File: src/rtl/pc_gen.sv
// -----------------------------------------------------------------------------
// pc_gen -- program-counter generator for the RV core.
//
// Holds the fetch address and picks the next PC from one of four sources:
// sequential step, taken branch/jump, trap entry or trap return. The PC of a
// trapping or faulting instruction is saved in epc. A misaligned branch target
// becomes a redirect to TRAP_VECTOR. The block also counts retired
// instructions. All state updates on the falling edge of clk.
//
// Ports
//   clk            in   core clock (state updates on the falling edge)
//   reset_n        in   asynchronous active-low reset
//   stall          in   hold PC while a multi-cycle instruction runs
//   branch_taken   in   redirect to branch_target
//   branch_target  in   branch/jump destination [XLEN]
//   trap           in   exception/interrupt entry (highest priority)
//   trap_ret       in   return from trap to epc
//   instr_addr     out  registered fetch address [XLEN]
//   pc_valid       out  instr_addr is a real fetch (0 in the reset cycle)
//   epc            out  PC of last trapping/faulting instruction [XLEN]
//   misalign_fault out  one-cycle pulse after a misaligned redirect
//   retired_count  out  instructions retired since reset [CNT_W]
// -----------------------------------------------------------------------------
module pc_gen #(
    parameter int unsigned       XLEN         = 32,
    parameter logic [XLEN-1:0]   RESET_VECTOR = XLEN'(32'h0000_0000),
    parameter logic [XLEN-1:0]   TRAP_VECTOR  = XLEN'(32'h0000_0100),
    parameter int unsigned       ILEN         = 4,
    parameter int unsigned       ALIGN_BITS   = 2,
    parameter int unsigned       CNT_W        = 64
) (
    input  logic             clk,
    input  logic             reset_n,
    input  logic             stall,
    input  logic             branch_taken,
    input  logic [XLEN-1:0]  branch_target,
    input  logic             trap,
    input  logic             trap_ret,
    output logic [XLEN-1:0]  instr_addr,
    output logic             pc_valid,
    output logic [XLEN-1:0]  epc,
    output logic             misalign_fault,
    output logic [CNT_W-1:0] retired_count
);

    // Low target bits that must be zero. An empty mask (ALIGN_BITS=0) turns
    // the alignment check off entirely.
    localparam logic [XLEN-1:0] ALIGN_MASK =
        XLEN'((64'd1 << ALIGN_BITS) - 64'd1);

    logic [XLEN-1:0]  pc_q,    pc_d;
    logic             valid_q, valid_d;
    logic [XLEN-1:0]  epc_q,   epc_d;
    logic             fault_q, fault_d;
    logic [CNT_W-1:0] cnt_q,   cnt_d;
    logic             retire_s;
    logic             misaligned_s;

    assign misaligned_s = |(branch_target & ALIGN_MASK);

    // Next-state selection. The first matching source wins.
    always_comb begin
        pc_d     = pc_q;
        valid_d  = valid_q;
        epc_d    = epc_q;
        fault_d  = 1'b0;
        retire_s = 1'b0;
        if (!valid_q) begin
            // First edge after reset: the reset-vector fetch becomes valid
            // and the PC holds. Nothing retires on this edge.
            valid_d = 1'b1;
        end else if (trap) begin
            pc_d  = TRAP_VECTOR;
            epc_d = pc_q;
        end else if (stall) begin
            // Hold everything. A pending branch or trap_ret waits for the
            // stall to end.
            pc_d = pc_q;
        end else if (trap_ret) begin
            pc_d     = epc_q;
            retire_s = 1'b1;
        end else if (branch_taken && misaligned_s) begin
            pc_d    = TRAP_VECTOR;
            epc_d   = pc_q;
            fault_d = 1'b1;
        end else if (branch_taken) begin
            pc_d     = branch_target;
            retire_s = 1'b1;
        end else begin
            // Wraps modulo 2^XLEN.
            pc_d     = pc_q + XLEN'(ILEN);
            retire_s = 1'b1;
        end
    end

    // Retired-instruction counter next state (wraps modulo 2^CNT_W).
    always_comb begin
        cnt_d = cnt_q;
        if (retire_s) begin
            cnt_d = cnt_q + CNT_W'(1);
        end else begin
            cnt_d = cnt_q;
        end
    end

    // State registers, clocked on the falling edge with asynchronous reset.
    always_ff @(negedge clk or negedge reset_n) begin
        if (!reset_n) begin
            pc_q    <= RESET_VECTOR;
            valid_q <= 1'b0;
            epc_q   <= {XLEN{1'b0}};
            fault_q <= 1'b0;
            cnt_q   <= {CNT_W{1'b0}};
        end else begin
            pc_q    <= pc_d;
            valid_q <= valid_d;
            epc_q   <= epc_d;
            fault_q <= fault_d;
            cnt_q   <= cnt_d;
        end
    end

    assign instr_addr     = pc_q;
    assign pc_valid       = valid_q;
    assign epc            = epc_q;
    assign misalign_fault = fault_q;
    assign retired_count  = cnt_q;

endmodule

File: config.mk
export PLATFORM = sky130hd
export DESIGN_NAME = pc_gen
export DESIGN_NICKNAME = d
export VERILOG_FILES = /design/src/rtl/pc_gen.sv
export SDC_FILE = /design/constraint.sdc
export NUM_CORES = 1
export LEC_CHECK = 0
export ABC_AREA = 0
export CELL_PAD_IN_SITES_DETAIL_PLACEMENT = 1
export CELL_PAD_IN_SITES_GLOBAL_PLACEMENT = 2
export CORE_ASPECT_RATIO = 1.25
export CORE_UTILIZATION = 30
export CTS_CLUSTER_SIZE = 25
export DETAILED_ROUTE_END_ITERATION = 12
export GPL_ROUTABILITY_DRIVEN = 0
export PLACE_DENSITY = 0.76
export SLEW_MARGIN = 15
export SYNTH_ARGS = -nofsm -noshare
export SYNTH_HDL_FRONTEND = slang
export SYNTH_SLANG_ARGS = --single-unit
File: constraint.sdc
create_clock -name clk -period 2.5 [get_ports clk]
set_input_delay 0.5 -clock clk [delete_from_list [all_inputs] [get_ports clk]]
set_output_delay 0.5 -clock clk [all_outputs]
set_load 0.02 [all_outputs]
==> flow_summary.json <==
{
  "synthAdderAreaFrac_pct": 0.391,
  "clk_latency_ns": 0.40,
  "violations": "setup timing",
  "wl_um": 28700,
  "seqCellArea_um2": 3250,
  "detail-route-antenna-nets": 0,
  "internal_power_mw": 4.49,
  "p_seq_share_pct": 37.6,
  "path_cells": "buf_6, or3b_4, buf_6, a211o_1, nor2_4, buf_6, buf_6, nand4_1, o211ai_1",
  "endpoint_kind": "register",
  "crit_buf_inv": 4,
  "final_net_count": 1117,
  "ios": 168,
  "dp_hpwl_um": 17300,
  "grt_pass1_wl_um": 40800,
  "final_area_um2": 12800,
  "synth.top_cell.area_share_pct": 50.8,
  "clkSlewWorstSetupHoldPaths_ns": 0.04,
  "synth_compound_area_share_pct": 10.4,
  "grt_antenna_before_repair": 0,
  "synth_top_family_by_area": "simple AND/OR/NAND/NOR gates",
  "crit_required_ns": 1.64,
  "synth_fp_nets": 650,
  "synth-xor-area-share_pct": 10.7,
  "cts_buffers": 17,
  "dr.pass1.iters": 4,
  "cpMostUsedCell": "buf_6",
  "synth_warnings": 0,
  "multi_input_comb_area_um2": 4040,
  "crit_path_top_delay_cell": "or3b_4",
  "whs_ns": 0.546,
  "syn-cell-area_um2": 6400,
  "setup_viol": 254,
  "cap_violations": 0,
  "dpl.cell_count": 1200,
  "startpoint": "trap",
  "cts_tree": "done",
  "seq_area_frac_synth_pct": 50.8,
  "power_frac_clock_pct": 45.0,
  "io_buffer_count": 167,
  "crit_family": "simple AND/OR/NAND/NOR gates",
  "cts_hold_buf": 0,
  "grt_pass1_vias": 7460,
  "gr-total-overflow": 0,
  "vdd_drop_max_mv": 0.488,
  "fin_cells": 1361,
  "final-hold-violation-count": 0,
  "row_count": 59,
  "topRoutingLayerUsed": "met4",
  "n_antenna_cell": 0,
  "syn_area_per_cell_um2": 10.5,
  "path_class": "in -> reg",
  "yosysMostFrequentCell": "dfrtn_1",
  "coreArea_um2": 20900,
  "netlist_top_cells_count": "dfrtn_1, nand2_1, xnor2_1, nand3_1, mux2_2",
  "fillers": 2158,
  "h-tree-depth": 4,
  "synthTopCellsByArea": "dfrtn_1, xnor2_1, mux2_2, xor2_1, nand2_1",
  "grt_use_total_pct": 24.5,
  "design.die.area_um2": 21900,
  "die_w_um": 133,
  "worstSetupStartpointType": "primary input",
  "wl_met2_um": 16200,
  "rsz0062_at_grt": "yes",
  "initial_core_util_pct": 30.6,
  "power_frac_comb_pct": 17.4,
  "synth-edff-count": 0,
  "drt_iter0_markers": 268,
  "netlist_instances": 610,
  "met3_length_um": 1360,
  "cts_sinks": 130,
  "tightestPinTransition_ns": 0.802,
  "switching_share_pct": 24.9,
  "timing.rr.start": "retired_count[16]",
  "worstPathMaxFanout": 6,
  "synth-async-reset-ratio_pct": 100,
  "setup_ws_ns": -0.532,
  "synth.mux.area_fraction_pct": 6.59,
  "outcome": "finished, violations left",
  "slowest_delay_ns": 0.40,
  "drc": 0,
  "cts_max_path_buffers": 2,
  "synth_cell_type_count": 54,
  "routedLengthMet1_um": 10600,
  "synth_top_area_cell": "dfrtn_1",
  "vias": 6914,
  "skew_ns": 0.00782,
  "routed_via_density": 5.08,
  "p_per_area_nw_per_um2": 469,
  "die_h_um": 165,
  "finalMaxSlewViolations": 0,
  "synthFlopType": "dfrtn_1",
  "ys_ff_latch": 130,
  "worst_slew_margin_rel_pct": 46.5,
  "clockRootBuffer": "clkbuf_16",
  "yosys.area_share.simple_pct": 18.9,
  "final_layout_size_suffix_gt1_share_pct": 58.1,
  "p_total_mw": 5.98,
  "min_from": "retired_count[2]",
  "p_leak_nw": 6.41,
  "cp.arrival_ns": 2.18,
  "hp-class": "reg -> reg",
  "switchingPower_mw": 1.49,
  "area_growth_pct": 99.5,
  "placedInstanceArea_um2": 9740,
  "routedWlPerCell_um": 21.1,
  "grt_max_degree": 49
}
==> flip-flops by register name, summed over array words and instances, names as in the netlist <==
register and cells:
epc 32, pc_valid 1, instr_addr 32, retired_count 64, misalign_fault 1
==> logic make-up (layout without fill, tap and decap cells) <==
| kind of cell | count (synthesis) | count (layout) |
|---|---|---|
| flip-flops | 130 | 130 |
| other | 1 | 1 |
| multiplexers | 38 | 38 |
| XOR/XNOR | 78 | 78 |
| adder cells (fa/ha/maj) | 2 | 2 |
| AND/OR/NAND/NOR | 230 | 231 |
| AO/OA/AOI/OAI | 97 | 97 |
| buffers and inverters | 34 | 510 |
==> power by group through the flow <==
stage / Combinational, mW / Clock, mW / Sequential [mW]
2_1_floorplan: 0.177 / 0 / 2.38
3_3_place_gp: 0.725 / 0 / 2.27
3_5_place_dp: 0.745 / 0 / 2.28
4_1_cts: 0.955 / 2.74 / 2.25
5_1_grt: 1.09 / 2.83 / 2.26
6_report: 1.04 / 2.69 / 2.25
==> repair_timing <==
action,CTS,global route
cloned,5,2
pin swaps,72,57
gates resized for setup,987,95
setup buffers,79,60
setup endpoints to repair,259,257
==> layout make-up <==
type                       instances  share of cell area, %
sequential                       130                   25.5
multi-input combinational        447                   31.6
tap                              274                   2.69
timing repair buffer             471                   35.1
clock buffer                      24                   3.85
inverter                          10                  0.294
clock inverter                     5                  0.980
==> per-stage QoR <==
stage / worst slack [ns] / util [%] / setup TNS (ns)
after CTS: -0.491 / 57.4 / -70.48
after floorplan: -0.987 / - / -83.51
final: -0.532 / 61.1 / -72.42
after global placement: -1.29 / 46.6 / -180.22
after global routing: -0.581 / 61.1 / -80.79
after detailed placement: -1.35 / 46.6 / -187.40
==> worst min-delay path, stage by stage (launching register included) <==
cell and delay, ns:
dfrtn_1 0.35, buf_4 0.17, xnor2_2 0.11
==> path summary, 6_finish.rpt <==
path,slack (ns),cells past startpoint,end
worst min-delay path,0.55,2,retired_count[2]
worst max-delay path,-0.53,9,instr_addr[22]
max in group asynchronous,0.94,2,instr_addr[1]
worst min register to register,0.55,2,retired_count[2]
worst max register to register,-0.30,8,retired_count[47]
min in group asynchronous,1.26,2,instr_addr[11]
==> cells in the final DEF (no fill, tap or decap), types with 6 or more instances in the layout <==
cell type	Yosys	routed
buf_4	1	252
buf_6	0	167
dfrtn_1	130	130
nand2_1	60	43
xnor2_1	47	37
mux2_4	0	33
xor2_1	31	31
clkdlybuf4s50_1	0	30
nand4_1	27	27
nand3_1	42	23
clkbuf_16	0	18
nor2_1	29	16
nand3_2	0	15
nor3_4	0	14
and3_1	15	13
a22o_1	13	13
o21ai_1	1	12
nor2_4	1	11
xnor2_2	0	10
inv_1	10	9
buf_12	0	9
a21oi_1	13	8
a22oi_2	0	8
o21ai_2	0	8
nand2_4	0	7
nand2_2	0	7
o21ai_0	28	7
buf_8	0	7
nor3_1	21	6
==> routing by layer <==
metal | vias up | GRT usage [%]
met1 | 3505 | 27.1
met5 | - | 0
met2 | 205 | 46.4
met3 | 57 | 5.59
met4 | 0 | 7.47
li1 | 3147 | -
No activity file was read; power rests on OpenSTA's default activity.
